==> src/rtl/sram_axi_bridge_if.sv <==
// AXI master bundle for the SRAM-to-AXI bridge.
// Single-beat only: no burst, no response codes.
interface sram_axi_bridge_if #(
    parameter int ADDR_W = 32,
    parameter int DATA_W = 32
);
    logic [3:0]          arid;
    logic [ADDR_W-1:0]   araddr;
    logic [7:0]          arlen;
    logic [2:0]          arsize;
    logic [1:0]          arburst;
    logic [1:0]          arlock;
    logic [3:0]          arcache;
    logic [2:0]          arprot;
    logic                arvalid;
    logic                arready;
    logic [3:0]          rid;
    logic [DATA_W-1:0]   rdata;
    logic                rvalid;
    logic                rready;
    logic [3:0]          awid;
    logic [ADDR_W-1:0]   awaddr;
    logic [7:0]          awlen;
    logic [2:0]          awsize;
    logic [1:0]          awburst;
    logic [1:0]          awlock;
    logic [3:0]          awcache;
    logic [2:0]          awprot;
    logic                awvalid;
    logic                awready;
    logic [3:0]          wid;
    logic [DATA_W-1:0]   wdata;
    logic [DATA_W/8-1:0] wstrb;
    logic                wlast;
    logic                wvalid;
    logic                wready;
    logic                bvalid;
    logic                bready;

    modport master (
        output arid, araddr, arlen, arsize, arburst,
        output arlock, arcache, arprot, arvalid,
        input  arready,
        input  rid, rdata, rvalid,
        output rready,
        output awid, awaddr, awlen, awsize, awburst,
        output awlock, awcache, awprot, awvalid,
        input  awready,
        output wid, wdata, wstrb, wlast, wvalid,
        input  wready,
        input  bvalid,
        output bready
    );

    modport slave (
        input  arid, araddr, arlen, arsize, arburst,
        input  arlock, arcache, arprot, arvalid,
        output arready,
        output rid, rdata, rvalid,
        input  rready,
        input  awid, awaddr, awlen, awsize, awburst,
        input  awlock, awcache, awprot, awvalid,
        output awready,
        input  wid, wdata, wstrb, wlast, wvalid,
        output wready,
        output bvalid,
        input  bready
    );
endinterface

==> src/rtl/sram_axi_bridge.sv <==
// Merges the CPU instruction and data SRAM-like ports onto one
// single-beat AXI master, one transaction in flight, data port first.
module sram_axi_bridge #(
    parameter int ADDR_W = 32,
    parameter int DATA_W = 32
) (
    input  logic                clk,
    input  logic                reset,
    input  logic                inst_req,
    input  logic [ADDR_W-1:0]   inst_addr,
    output logic                inst_addr_ok,
    output logic                inst_data_ok,
    output logic [DATA_W-1:0]   inst_rdata,
    input  logic                data_req,
    input  logic                data_wr,
    input  logic [1:0]          data_size,
    input  logic [ADDR_W-1:0]   data_addr,
    input  logic [DATA_W-1:0]   data_wdata,
    input  logic [DATA_W/8-1:0] data_wstrb,
    output logic                data_addr_ok,
    output logic                data_data_ok,
    output logic [DATA_W-1:0]   data_rdata,
    sram_axi_bridge_if.master   axi
);

    typedef enum logic [2:0] {
        IDLE, RD_ADDR, RD_DATA, WR, WR_RESP
    } state_t;

    state_t                state;
    logic                  owner;
    logic [ADDR_W-1:0]     addr_q;
    logic [1:0]            size_q;
    logic [DATA_W-1:0]     wdata_q;
    logic [DATA_W/8-1:0]   wstrb_q;
    logic                  arvalid_q;
    logic                  awvalid_q;
    logic                  wvalid_q;
    logic                  rready_q;
    logic                  bready_q;

    logic idle;
    logic r_done;
    logic aw_ok;
    logic w_ok;
    logic unused_rid;

    assign idle   = (state == IDLE);
    assign r_done = (state == RD_DATA) && axi.rvalid;
    // A channel counts as done once its valid has dropped or is taken now.
    assign aw_ok  = !awvalid_q || axi.awready;
    assign w_ok   = !wvalid_q || axi.wready;

    assign data_addr_ok = !reset && idle && data_req;
    assign inst_addr_ok = !reset && idle && !data_req && inst_req;
    assign inst_data_ok = !reset && r_done && !owner;
    assign data_data_ok = !reset && ((r_done && owner) ||
                          ((state == WR_RESP) && axi.bvalid));
    assign inst_rdata   = axi.rdata;
    assign data_rdata   = axi.rdata;
    assign unused_rid   = ^axi.rid;

    assign axi.arid    = {3'b000, owner};
    assign axi.araddr  = addr_q;
    assign axi.arlen   = '0;
    assign axi.arsize  = {1'b0, size_q};
    assign axi.arburst = 2'b01;
    assign axi.arlock  = '0;
    assign axi.arcache = '0;
    assign axi.arprot  = '0;
    assign axi.arvalid = arvalid_q;
    assign axi.rready  = rready_q;
    assign axi.awid    = 4'd1;
    assign axi.awaddr  = addr_q;
    assign axi.awlen   = '0;
    assign axi.awsize  = {1'b0, size_q};
    assign axi.awburst = 2'b01;
    assign axi.awlock  = '0;
    assign axi.awcache = '0;
    assign axi.awprot  = '0;
    assign axi.awvalid = awvalid_q;
    assign axi.wid     = 4'd1;
    assign axi.wdata   = wdata_q;
    assign axi.wstrb   = wstrb_q;
    assign axi.wlast   = 1'b1;
    assign axi.wvalid  = wvalid_q;
    assign axi.bready  = bready_q;

    always_ff @(posedge clk) begin
        if (reset) begin
            state     <= IDLE;
            owner     <= 1'b0;
            addr_q    <= '0;
            size_q    <= '0;
            wdata_q   <= '0;
            wstrb_q   <= '0;
            arvalid_q <= 1'b0;
            awvalid_q <= 1'b0;
            wvalid_q  <= 1'b0;
            rready_q  <= 1'b0;
            bready_q  <= 1'b0;
        end else begin
            unique case (state)
                IDLE: begin
                    if (data_req) begin
                        addr_q  <= data_addr;
                        size_q  <= data_size;
                        wdata_q <= data_wdata;
                        wstrb_q <= data_wstrb;
                        owner   <= 1'b1;
                        if (data_wr) begin
                            state     <= WR;
                            awvalid_q <= 1'b1;
                            wvalid_q  <= 1'b1;
                        end else begin
                            state     <= RD_ADDR;
                            arvalid_q <= 1'b1;
                        end
                    end else if (inst_req) begin
                        addr_q    <= inst_addr;
                        size_q    <= 2'd2;
                        wdata_q   <= '0;
                        wstrb_q   <= '0;
                        owner     <= 1'b0;
                        state     <= RD_ADDR;
                        arvalid_q <= 1'b1;
                    end
                end
                RD_ADDR: begin
                    if (axi.arready) begin
                        arvalid_q <= 1'b0;
                        rready_q  <= 1'b1;
                        state     <= RD_DATA;
                    end
                end
                RD_DATA: begin
                    if (axi.rvalid) begin
                        rready_q <= 1'b0;
                        state    <= IDLE;
                    end
                end
                WR: begin
                    if (axi.awready) awvalid_q <= 1'b0;
                    if (axi.wready) wvalid_q <= 1'b0;
                    if (aw_ok && w_ok) begin
                        bready_q <= 1'b1;
                        state    <= WR_RESP;
                    end
                end
                WR_RESP: begin
                    if (axi.bvalid) begin
                        bready_q <= 1'b0;
                        state    <= IDLE;
                    end
                end
                default: state <= IDLE;
            endcase
        end
    end

endmodule

==> src/flat_wrapper.sv <==
// flat-port wrapper written by rule: the top's interface ports become plain ports
module sram_axi_bridge_flat 
#(
    parameter int ADDR_W = 32,
    parameter int DATA_W = 32
)
  (clk, reset, inst_req, inst_addr, inst_addr_ok, inst_data_ok, inst_rdata, data_req, data_wr, data_size, data_addr, data_wdata, data_wstrb, data_addr_ok, data_data_ok, data_rdata, axi_arid, axi_araddr, axi_arlen, axi_arsize, axi_arburst, axi_arlock, axi_arcache, axi_arprot, axi_arvalid, axi_arready, axi_rid, axi_rdata, axi_rvalid, axi_rready, axi_awid, axi_awaddr, axi_awlen, axi_awsize, axi_awburst, axi_awlock, axi_awcache, axi_awprot, axi_awvalid, axi_awready, axi_wid, axi_wdata, axi_wstrb, axi_wlast, axi_wvalid, axi_wready, axi_bvalid, axi_bready);
  sram_axi_bridge_if #(.ADDR_W(ADDR_W), .DATA_W(DATA_W)) axi_i ();
  input  logic clk;
  input  logic reset;
  input  logic inst_req;
  input  logic [ADDR_W-1:0] inst_addr;
  output logic inst_addr_ok;
  output logic inst_data_ok;
  output logic [DATA_W-1:0] inst_rdata;
  input  logic data_req;
  input  logic data_wr;
  input  logic [1:0] data_size;
  input  logic [ADDR_W-1:0] data_addr;
  input  logic [DATA_W-1:0] data_wdata;
  input  logic [DATA_W/8-1:0] data_wstrb;
  output logic data_addr_ok;
  output logic data_data_ok;
  output logic [DATA_W-1:0] data_rdata;
  output wire logic [$bits(axi_i.arid)-1:0] axi_arid;
  output wire logic [$bits(axi_i.araddr)-1:0] axi_araddr;
  output wire logic [$bits(axi_i.arlen)-1:0] axi_arlen;
  output wire logic [$bits(axi_i.arsize)-1:0] axi_arsize;
  output wire logic [$bits(axi_i.arburst)-1:0] axi_arburst;
  output wire logic [$bits(axi_i.arlock)-1:0] axi_arlock;
  output wire logic [$bits(axi_i.arcache)-1:0] axi_arcache;
  output wire logic [$bits(axi_i.arprot)-1:0] axi_arprot;
  output wire logic [$bits(axi_i.arvalid)-1:0] axi_arvalid;
  input wire logic [$bits(axi_i.arready)-1:0] axi_arready;
  input wire logic [$bits(axi_i.rid)-1:0] axi_rid;
  input wire logic [$bits(axi_i.rdata)-1:0] axi_rdata;
  input wire logic [$bits(axi_i.rvalid)-1:0] axi_rvalid;
  output wire logic [$bits(axi_i.rready)-1:0] axi_rready;
  output wire logic [$bits(axi_i.awid)-1:0] axi_awid;
  output wire logic [$bits(axi_i.awaddr)-1:0] axi_awaddr;
  output wire logic [$bits(axi_i.awlen)-1:0] axi_awlen;
  output wire logic [$bits(axi_i.awsize)-1:0] axi_awsize;
  output wire logic [$bits(axi_i.awburst)-1:0] axi_awburst;
  output wire logic [$bits(axi_i.awlock)-1:0] axi_awlock;
  output wire logic [$bits(axi_i.awcache)-1:0] axi_awcache;
  output wire logic [$bits(axi_i.awprot)-1:0] axi_awprot;
  output wire logic [$bits(axi_i.awvalid)-1:0] axi_awvalid;
  input wire logic [$bits(axi_i.awready)-1:0] axi_awready;
  output wire logic [$bits(axi_i.wid)-1:0] axi_wid;
  output wire logic [$bits(axi_i.wdata)-1:0] axi_wdata;
  output wire logic [$bits(axi_i.wstrb)-1:0] axi_wstrb;
  output wire logic [$bits(axi_i.wlast)-1:0] axi_wlast;
  output wire logic [$bits(axi_i.wvalid)-1:0] axi_wvalid;
  input wire logic [$bits(axi_i.wready)-1:0] axi_wready;
  input wire logic [$bits(axi_i.bvalid)-1:0] axi_bvalid;
  output wire logic [$bits(axi_i.bready)-1:0] axi_bready;
  assign axi_arid = axi_i.arid;
  assign axi_araddr = axi_i.araddr;
  assign axi_arlen = axi_i.arlen;
  assign axi_arsize = axi_i.arsize;
  assign axi_arburst = axi_i.arburst;
  assign axi_arlock = axi_i.arlock;
  assign axi_arcache = axi_i.arcache;
  assign axi_arprot = axi_i.arprot;
  assign axi_arvalid = axi_i.arvalid;
  assign axi_i.arready = axi_arready;
  assign axi_i.rid = axi_rid;
  assign axi_i.rdata = axi_rdata;
  assign axi_i.rvalid = axi_rvalid;
  assign axi_rready = axi_i.rready;
  assign axi_awid = axi_i.awid;
  assign axi_awaddr = axi_i.awaddr;
  assign axi_awlen = axi_i.awlen;
  assign axi_awsize = axi_i.awsize;
  assign axi_awburst = axi_i.awburst;
  assign axi_awlock = axi_i.awlock;
  assign axi_awcache = axi_i.awcache;
  assign axi_awprot = axi_i.awprot;
  assign axi_awvalid = axi_i.awvalid;
  assign axi_i.awready = axi_awready;
  assign axi_wid = axi_i.wid;
  assign axi_wdata = axi_i.wdata;
  assign axi_wstrb = axi_i.wstrb;
  assign axi_wlast = axi_i.wlast;
  assign axi_wvalid = axi_i.wvalid;
  assign axi_i.wready = axi_wready;
  assign axi_i.bvalid = axi_bvalid;
  assign axi_bready = axi_i.bready;
  sram_axi_bridge #(.ADDR_W(ADDR_W), .DATA_W(DATA_W)) u_core (.clk(clk), .reset(reset), .inst_req(inst_req), .inst_addr(inst_addr), .inst_addr_ok(inst_addr_ok), .inst_data_ok(inst_data_ok), .inst_rdata(inst_rdata), .data_req(data_req), .data_wr(data_wr), .data_size(data_size), .data_addr(data_addr), .data_wdata(data_wdata), .data_wstrb(data_wstrb), .data_addr_ok(data_addr_ok), .data_data_ok(data_data_ok), .data_rdata(data_rdata), .axi(axi_i));
endmodule
==> config.mk <==
export PLATFORM = sky130hd
export DESIGN_NAME = sram_axi_bridge_flat
export DESIGN_NICKNAME = d
export VERILOG_FILES = /design/src/rtl/sram_axi_bridge_if.sv /design/src/rtl/sram_axi_bridge.sv /design/src/flat_wrapper.sv
export SDC_FILE = /design/constraint.sdc
export NUM_CORES = 1
export LEC_CHECK = 0
export CORE_AREA = 3 3 146 148
export CTS_BUF_LIST = sky130_fd_sc_hd__clkbuf_16
export CTS_CLUSTER_DIAMETER = 120
export DETAILED_ROUTE_END_ITERATION = 10
export DIE_AREA = 0 0 149 151
export GPL_TIMING_DRIVEN = 0
export PLACE_DENSITY_LB_ADDON = 0.05
export SLEW_MARGIN = 10
export SYNTH_ARGS = -nofsm -noshare
export SYNTH_HDL_FRONTEND = slang
export SYNTH_SLANG_ARGS = --single-unit
==> constraint.sdc <==
create_clock -name clk -period 4.6 [get_ports clk]
set_clock_uncertainty 0.2 [all_clocks]
set_input_delay 0.92 -clock clk [delete_from_list [all_inputs] [get_ports clk]]
set_output_delay 0.92 -clock clk [all_outputs]
set_load 0.05 [all_outputs]
# Word level (Yosys, flattened, before mapping)
# Index checks and enable logic that the tools add are counted.
# op_classes
n_mul,0
order_cmp,0
muxes,35
add_sub_neg,0
bitwise_logic,0
reduce_logical,32
div_mod_pow,0
shifts,0
n_eq_ne,14
# op_table
operator,n
two-way mux 32 bit,4
two-way mux 3 bit,6
one-hot mux 3 bit (5 select lines),1
two-way mux 1 bit,14
"!= test 2 bit, second input constant",7
AND reduction 4 bit,3
logical AND 1 bit,11
one-hot mux 1 bit (2 select lines),5
nonzero test 2 bit,5
two-way mux 4 bit,2
"equality test 3 x 2 -> 1 bit, second input constant",2
two-way mux 2 bit,3
"!= test 3 bit, second input constant",2
AND reduction 3 bit,2
logical NOT 1 bit,5
AND reduction 5 bit,1
"equality test 3 x 1 -> 1 bit, second input constant",1
"equality test 3 bit, second input constant",1
logical NOT 3 bit,1
logical OR 1 bit,3
"!= test 2 x 1 -> 1 bit, second input constant",1
AND reduction 2 bit,1
# word_totals
rom_bits,0
inputBits,148
ff_bits,79
memories,0
ram_bits,0
word_cells,92
output_inout_bits,230
latchBits,0

# Longest topological paths before layout
# Gate-level depths: netlist of the first run.
# logic_depth
word_depth,5
depth_mapped,7
depth_no_buf,4

# Worst setup path after synthesis of the first run
# Ideal clock, no wire load.
# synth_path
path_type,input to output
from,in data_req
to,out inst_addr_ok
path_buffers,3
t_arrival_ps,3101
path_slack_ps,379
stages,4
required_time_ps,3480
cell_sequence,buf_2 -> buf_4 -> buf_2 -> nor4b_1
# synth_between
elab_chain_len,3
# synth_rtl
item,line,text
start: declaration,flat_wrapper.sv:16,input logic data_req;
logical NOT 1 bit,sram_axi_bridge.sv:55,assign inst_addr_ok = !reset && idle && !data_req && inst_req;
logical AND 1 bit (2 in a row),sram_axi_bridge.sv:55,
end: declaration,flat_wrapper.sv:13,output logic inst_addr_ok;
# Every way passes these cells.

# Worst setup path in the final report of the first run
# layout_path
from,in reset
to,out data_data_ok
# layout_between
elab_chain_len,2
# layout_rtl
item,line,text
start: declaration,flat_wrapper.sv:10,input logic reset;
logical NOT 1 bit,sram_axi_bridge.sv:57,assign data_data_ok = !reset && ((r_done && owner) ||
logical AND 1 bit,sram_axi_bridge.sv:57,
end: declaration,flat_wrapper.sv:23,output logic data_data_ok;
# Every way passes these cells.

==> impl_metrics.tcl, run 1 <==
set metrics [dict create \
    seqPwrFrac_pct 26.0 \
    holdWs_ns 0.266 \
    synthCells 447 \
    p_sw_uw 1470 \
    cap_violations 0 \
    tightestPinTransition_ns 0.689 \
    grt_first_pass_wirelength_um 22800 \
    dieArea_um2 22500 \
    cts_root_buf "clkbuf_16" \
    pwr-share-comb_pct 53.1 \
    yosys.area.top_type "dfxtp_1" \
    n_fill_cell 2010 \
    status "completed" \
    drc 0 \
    drv_slew 0 \
    power.leakage_uw 0.00349 \
    cp.arrival_ns 3.19 \
    cp_data_required_time_ns 3.48 \
    yosys_register_bits 79 \
    fp.dieW_um 149 \
    min_path_type "reg -> reg" \
    p_clk_share_pct 20.8 \
    via_per_inst 3.81 \
    numClockSinks 79 \
    cp_top_family "buffers and inverters" \
    detail_route.wl_per_cell_um 14.4 \
    postRouteWirelength_um 15400 \
    crit_buf_inv 4 \
    rsz0062_at_grt "false" \
    netlist_top_cells_area "dfxtp_1 (36%), buf_4 (27%), mux2i_1 (7.8%)" \
    post-route-period-util_pct 93.7 \
    antenna_found_initial 0 \
    hold_buffers 0 \
    portBuffers 288 \
    antenna_left 0 \
    timing.final.setup_violations 0 \
    grt_usage_pct 13.0 \
    clk_pin_slew_worst_paths_ns 0.06 \
    r2r_slack_ns 2.76 \
    clock_latency_ns 0.33 \
    dp_hpwl_um 12900 \
    synth-seq-area-share_pct 36.4 \
    yosysWarnings 0 \
    internal_power_uw 1880 \
    r2r_start "u_core.state[0]" \
    peakVddDrop_mv 0.272 \
    cpMaxStageDelayCell "clkdlybuf4s50_1" \
    antenna_cells 0 \
    final_hold_viol_count 0 \
    slew_headroom_pct 54.1 \
    grt_pass1_vias 4143 \
    power.density_nw_per_um2 417 \
    hold_start "u_core.axi.bready" \
    synth_top_cell_area_share_pct 36.4 \
    synthToLayoutAreaGrowth_pct 85.1 \
    start_util_pct 21.5 \
    yosysUniqueCellTypes 36 \
    ioPinCount 378 \
    rows 52 \
    synthFlopType "dfxtp_1" \
    die_h_um 151 \
    p_sw_share_pct 43.8 \
    start_kind "input port" \
    vias 4078 \
    clockBufferDepth 2 \
    overflow 0 \
    whs_path_depth 2 \
    drt_pre_antenna_iters 4 \
    worstSetupPathType "in -> out" \
    numCtsBuffers 9 \
    crit_fanout 10 \
    async_reset_ff_share_pct 0 \
    cts-htree-levels 3 \
    period_needed_ns 4.31 \
    layout.nets 944 \
    path_cells "clkdlybuf4s50_1 -> clkbuf_1 -> clkbuf_1 -> nor3_1 -> clkdlybuf4s50_1" \
    max_freq_mhz 232 \
    coreArea_um2 20200 \
    syn_area_um2 4350 \
    syn-mean-instance-area_um2 9.72 \
    r2r-end "u_core.axi.wdata[30]" \
    drtIter0Drc 125 \
    cts_tree "built" \
    max_stage_delay_ns 0.76 \
    min_to "u_core.axi.bready" \
    cts_resized 0 \
    layout-drive-gt1-share_pct 26.5 \
    fin_tns_setup_ns 0 \
    grt_max_degree 14 \
    reg2reg_depth 7 \
    endpoint_kind "output port" \
    synth_edf_count 0 \
    place.gp.congestion 0.717 \
    post-cts-setup-buffers 0 \
]
==> cell families (layout without fill, tap and decap cells) <==
kind of cell	count (synthesis)	in the layout	share of synthesized area, %
buffers and inverters	183	486	30.6
AND/OR/NAND/NOR	64	64	7.08
AO/OA/AOI/OAI	85	85	17.9
other	2	52	0.173
flip-flops	79	79	36.4
multiplexers	34	34	7.83
==> placed cells by master, fill, tap and decap left out, types with 3 or more instances in the layout <==
cell type / Yosys / layout
inv_1: 5 / 5
mux2i_1: 34 / 34
buf_4: 156 / 156
nand2_1: 5 / 5
dfxtp_1: 79 / 79
a21oi_1: 4 / 4
nor3_1: 4 / 4
nor2b_1: 6 / 6
buf_2: 11 / 11
a211oi_2: 20 / 20
clkbuf_16: 0 / 9
clkinv_2: 0 / 3
a211oi_1: 12 / 12
clkdlybuf4s50_1: 0 / 288
a22o_1: 37 / 37
nor2_1: 37 / 37
conb_1: 2 / 52
clkbuf_1: 4 / 4
buf_6: 6 / 6
==> layout make-up <==
class                           instances  area (um2)  share of cell area, %
Timing Repair Buffer                  288        2880                   35.8
Multi-Input combinational cell        235        1620                   20.1
Sequential cell                        79        1580                   19.7
Buffer                                178        1310                   16.3
Tap cell                              270         338                   4.20
Clock buffer                            9         225                   2.80
Clock inverter                          6        62.6                  0.778
Inverter                                5        18.8                  0.233
==> per-stage QoR <==
step / util, % / setup slack (ns) / power, uW / cell area [um2] / cells
floorplan: - / 0.379 / 2110 / 4530 / 497
global placement: 38.4 / 0.229 / 2680 / 7750 / 1055
detailed placement: 38.4 / 0.225 / 2680 / 7750 / 1055
CTS: 39.9 / 0.212 / 3410 / 8040 / 1070
global route: 39.9 / 0.0875 / 3520 / 8040 / 1070
finish: 39.9 / 0.291 / 3350 / 8040 / 1070
==> worst max-delay path by stage <==
stage	from	end	slack [ns]	depth (start not counted)
after detailed placement	reset	data_data_ok	0.22	5
final	reset	data_data_ok	0.29	5
after floorplan	data_req	inst_addr_ok	0.38	4
after global placement	reset	data_data_ok	0.23	5
after global routing	reset	data_data_ok	0.09	5
after CTS	reset	data_data_ok	0.21	5
==> tightest hold or removal path: stages (launching register included) <==
cell,delay [ns]
dfxtp_1,0.31
nand2_1,0.05
a21oi_1,0.06
==> Yosys cell counts (2+ instances only) <==
cell,count
nor2b_1,6
a311oi_1,2
dfxtp_1,79
a21oi_1,4
nand3_1,2
inv_1,5
nand2_1,5
a211oi_1,12
buf_4,156
buf_2,11
a221oi_1,2
a22o_1,37
clkbuf_1,4
nor3_1,4
a211oi_2,20
buf_6,6
nor2_1,37
o21ai_0,2
mux2i_1,34
conb_1,2
nand2b_1,2
==> state kept, by name, summed over array words and instances, names as in the netlist, 2 cells and up <==
name	cells
u_core.axi.araddr	32
u_core.axi.wdata	32
u_core.axi.wstrb	4
u_core.state	3
u_core.size_q	2
==> routing by layer <==
layer | track usage (%) | up-vias | wire length [um]
met5 | 0 | - | 0
met4 | 3.11 | 0 | 152
met3 | 6.88 | 11 | 2110
met2 | 21.3 | 226 | 7290
met1 | 14.9 | 1806 | 5870
li1 | - | 2035 | -
==> power by group through the flow <==
| stage | Combinational [uW] | Clock (uW) | Sequential (uW) |
|---|---|---|---|
| CTS | 1800 | 732 | 876 |
| global route | 1870 | 760 | 888 |
| global placement | 1790 | 0 | 885 |
| detailed placement | 1790 | 0 | 889 |
| floorplan | 898 | 0 | 1210 |
| finish | 1780 | 699 | 873 |
Power figures use the tool's default switching activity.
==> run 2: changes to the inputs <==
--- a/config.mk
+++ b/config.mk
@@ -11,6 +11,7 @@
 export DETAILED_ROUTE_END_ITERATION = 10
 export DIE_AREA = 0 0 149 151
 export GPL_TIMING_DRIVEN = 0
+export HOLD_SLACK_MARGIN = 0.06
 export PLACE_DENSITY_LB_ADDON = 0.05
 export SLEW_MARGIN = 10
 export SYNTH_ARGS = -nofsm -noshare
==> results of run 2 <==
Final layout, timing and power as in run 1 (identical DEF).
==> run 3: changes to the inputs <==
--- a/config.mk
+++ b/config.mk
@@ -5,15 +5,15 @@
 export SDC_FILE = /design/constraint.sdc
 export NUM_CORES = 1
 export LEC_CHECK = 0
-export CORE_AREA = 3 3 146 148
+export CORE_AREA = 2 2 149 151
 export CTS_BUF_LIST = sky130_fd_sc_hd__clkbuf_16
 export CTS_CLUSTER_DIAMETER = 120
 export DETAILED_ROUTE_END_ITERATION = 10
-export DIE_AREA = 0 0 149 151
-export GPL_TIMING_DRIVEN = 0
+export DIE_AREA = 0 0 151 153
 export HOLD_SLACK_MARGIN = 0.06
 export PLACE_DENSITY_LB_ADDON = 0.05
 export SLEW_MARGIN = 10
 export SYNTH_ARGS = -nofsm -noshare
 export SYNTH_HDL_FRONTEND = slang
 export SYNTH_SLANG_ARGS = --single-unit
+export TNS_END_PERCENT = 50
==> impl_metrics.tcl, run 3 (synthesis gave the netlist of run 1 again) <==
set metrics [dict create \
    layout-drive-gt1-share_pct 8.83 \
    worstSetupPathType "in -> out" \
    via_per_inst 3.90 \
    power.leakage_uw 0.00239 \
    grt_usage_pct 10.4 \
    status "completed" \
    cp_data_required_time_ns 3.48 \
    drc 0 \
    dp.cells 830 \
    cts_root_buf "clkbuf_16" \
    cts_tree "built" \
    fin_util_pct 28.7 \
    final_hold_viol_count 0 \
    rows 54 \
    holdWs_ns 0.270 \
    coreArea_um2 21500 \
    top_layer "met5" \
    timing.final.setup_violations 0 \
    detail_route.wl_per_cell_um 14.9 \
    dp_slack_ns 0.732 \
    p_sw_share_pct 44.2 \
    dieArea_um2 23100 \
    synthToLayoutAreaGrowth_pct 42.0 \
    postRouteWirelength_um 12600 \
    overflow 0 \
    post-route-period-util_pct 84.6 \
    p_sw_uw 1330 \
    wl_met3_um 1420 \
    numCtsBuffers 9 \
    antenna_left 0 \
    max_freq_mhz 257 \
    vias 3300 \
    seqPwrFrac_pct 29.3 \
    slew_headroom_pct 53.7 \
    clk_pin_slew_worst_paths_ns 0.07 \
    drt_pre_antenna_iters 4 \
    internal_power_uw 1680 \
    dp_hpwl_um 9280 \
    setup_slack_ns 0.707 \
    post-cts-setup-buffers 0 \
    wl_met2_um 5690 \
    cap_violations 0 \
    fin_cells 846 \
    start_kind "input port" \
    antenna_cells 0 \
    ioPinCount 378 \
    place.gp.congestion 0.687 \
    final_cell_mix "clkdlybuf4s50_1 (222), dfxtp_1 (79), conb_1 (52)" \
    cts_resized 0 \
    grt_pass1_vias 3205 \
    layout_commonest_cell "clkdlybuf4s50_1" \
    peakVddDrop_mv 0.168 \
    drv_slew 0 \
    endpoint_kind "output port" \
    hold_buffers 0 \
    grt_first_pass_wirelength_um 18200 \
    rsz0062_at_grt "false" \
    clock_latency_ns 0.33 \
    pwr-share-comb_pct 46.5 \
    fp.dieW_um 151 \
    p_clk_share_pct 24.2 \
    cts-htree-levels 3 \
    power.density_nw_per_um2 488 \
    layout.nets 709 \
    fin_tns_setup_ns 0 \
    min_path_type "reg -> reg" \
    die_h_um 153 \
    cp.arrival_ns 2.77 \
    portBuffers 225 \
    period_needed_ns 3.89 \
    numClockSinks 79 \
    antenna_found_initial 2 \
    grt_max_degree 52 \
    start_util_pct 20.2 \
    crit_fanout 4 \
    clockBufferDepth 2 \
    met1_length_um 5290 \
    tightestPinTransition_ns 0.694 \
    drtIter0Drc 46 \
]
[run 3: critical path: stages]
cell and delay (ns):
clkdlybuf4s50_1 0.54, inv_1 0.07, nor4b_1 0.31, clkdlybuf4s50_1 0.93
[run 3: per-layer routing]
layer / vias to the layer above / global-route usage, %
met3: 19 / 4.33
met5: - / 0
met1: 1520 / 12.4
met4: 2 / 4.23
met2: 190 / 16.5
li1: 1569 / -
[run 3: power groups by stage]
stage	clock network [uW]	registers [uW]	logic, uW
global route	800	899	1470
detailed placement	0	897	1410
finish	730	882	1400
CTS	768	884	1420
floorplan	0	1210	898
global placement	0	896	1410
[run 3: area by class of cell]
cell class	instances	area, um2
sequential	79	1580
clock buffer	9	225
inverter	5	18.8
timing repair buffer	231	2300
tap	280	350
clock inverter	7	70.1
fill	2243	15300
multi-input combinational	235	1630
[run 3: worst paths after layout]
kind	cells past startpoint	start	slack, ns	endpoint
setup / recovery	4	inst_req	0.71	inst_addr_ok
hold reg to reg	1	u_core.axi.wdata[29]	0.27	u_core.axi.wdata[29]
setup reg to reg	5	u_core.state[2]	2.54	u_core.size_q[1]
hold / removal	1	u_core.axi.wdata[29]	0.27	u_core.axi.wdata[29]
[run 3: through the flow]
step / area (um2) / power [uW]
floorplan: 4530 / 2110
CTS: 6170 / 3070
finish: 6170 / 3010
global route: 6170 / 3170
global placement: 5880 / 2310
detailed placement: 5880 / 2310
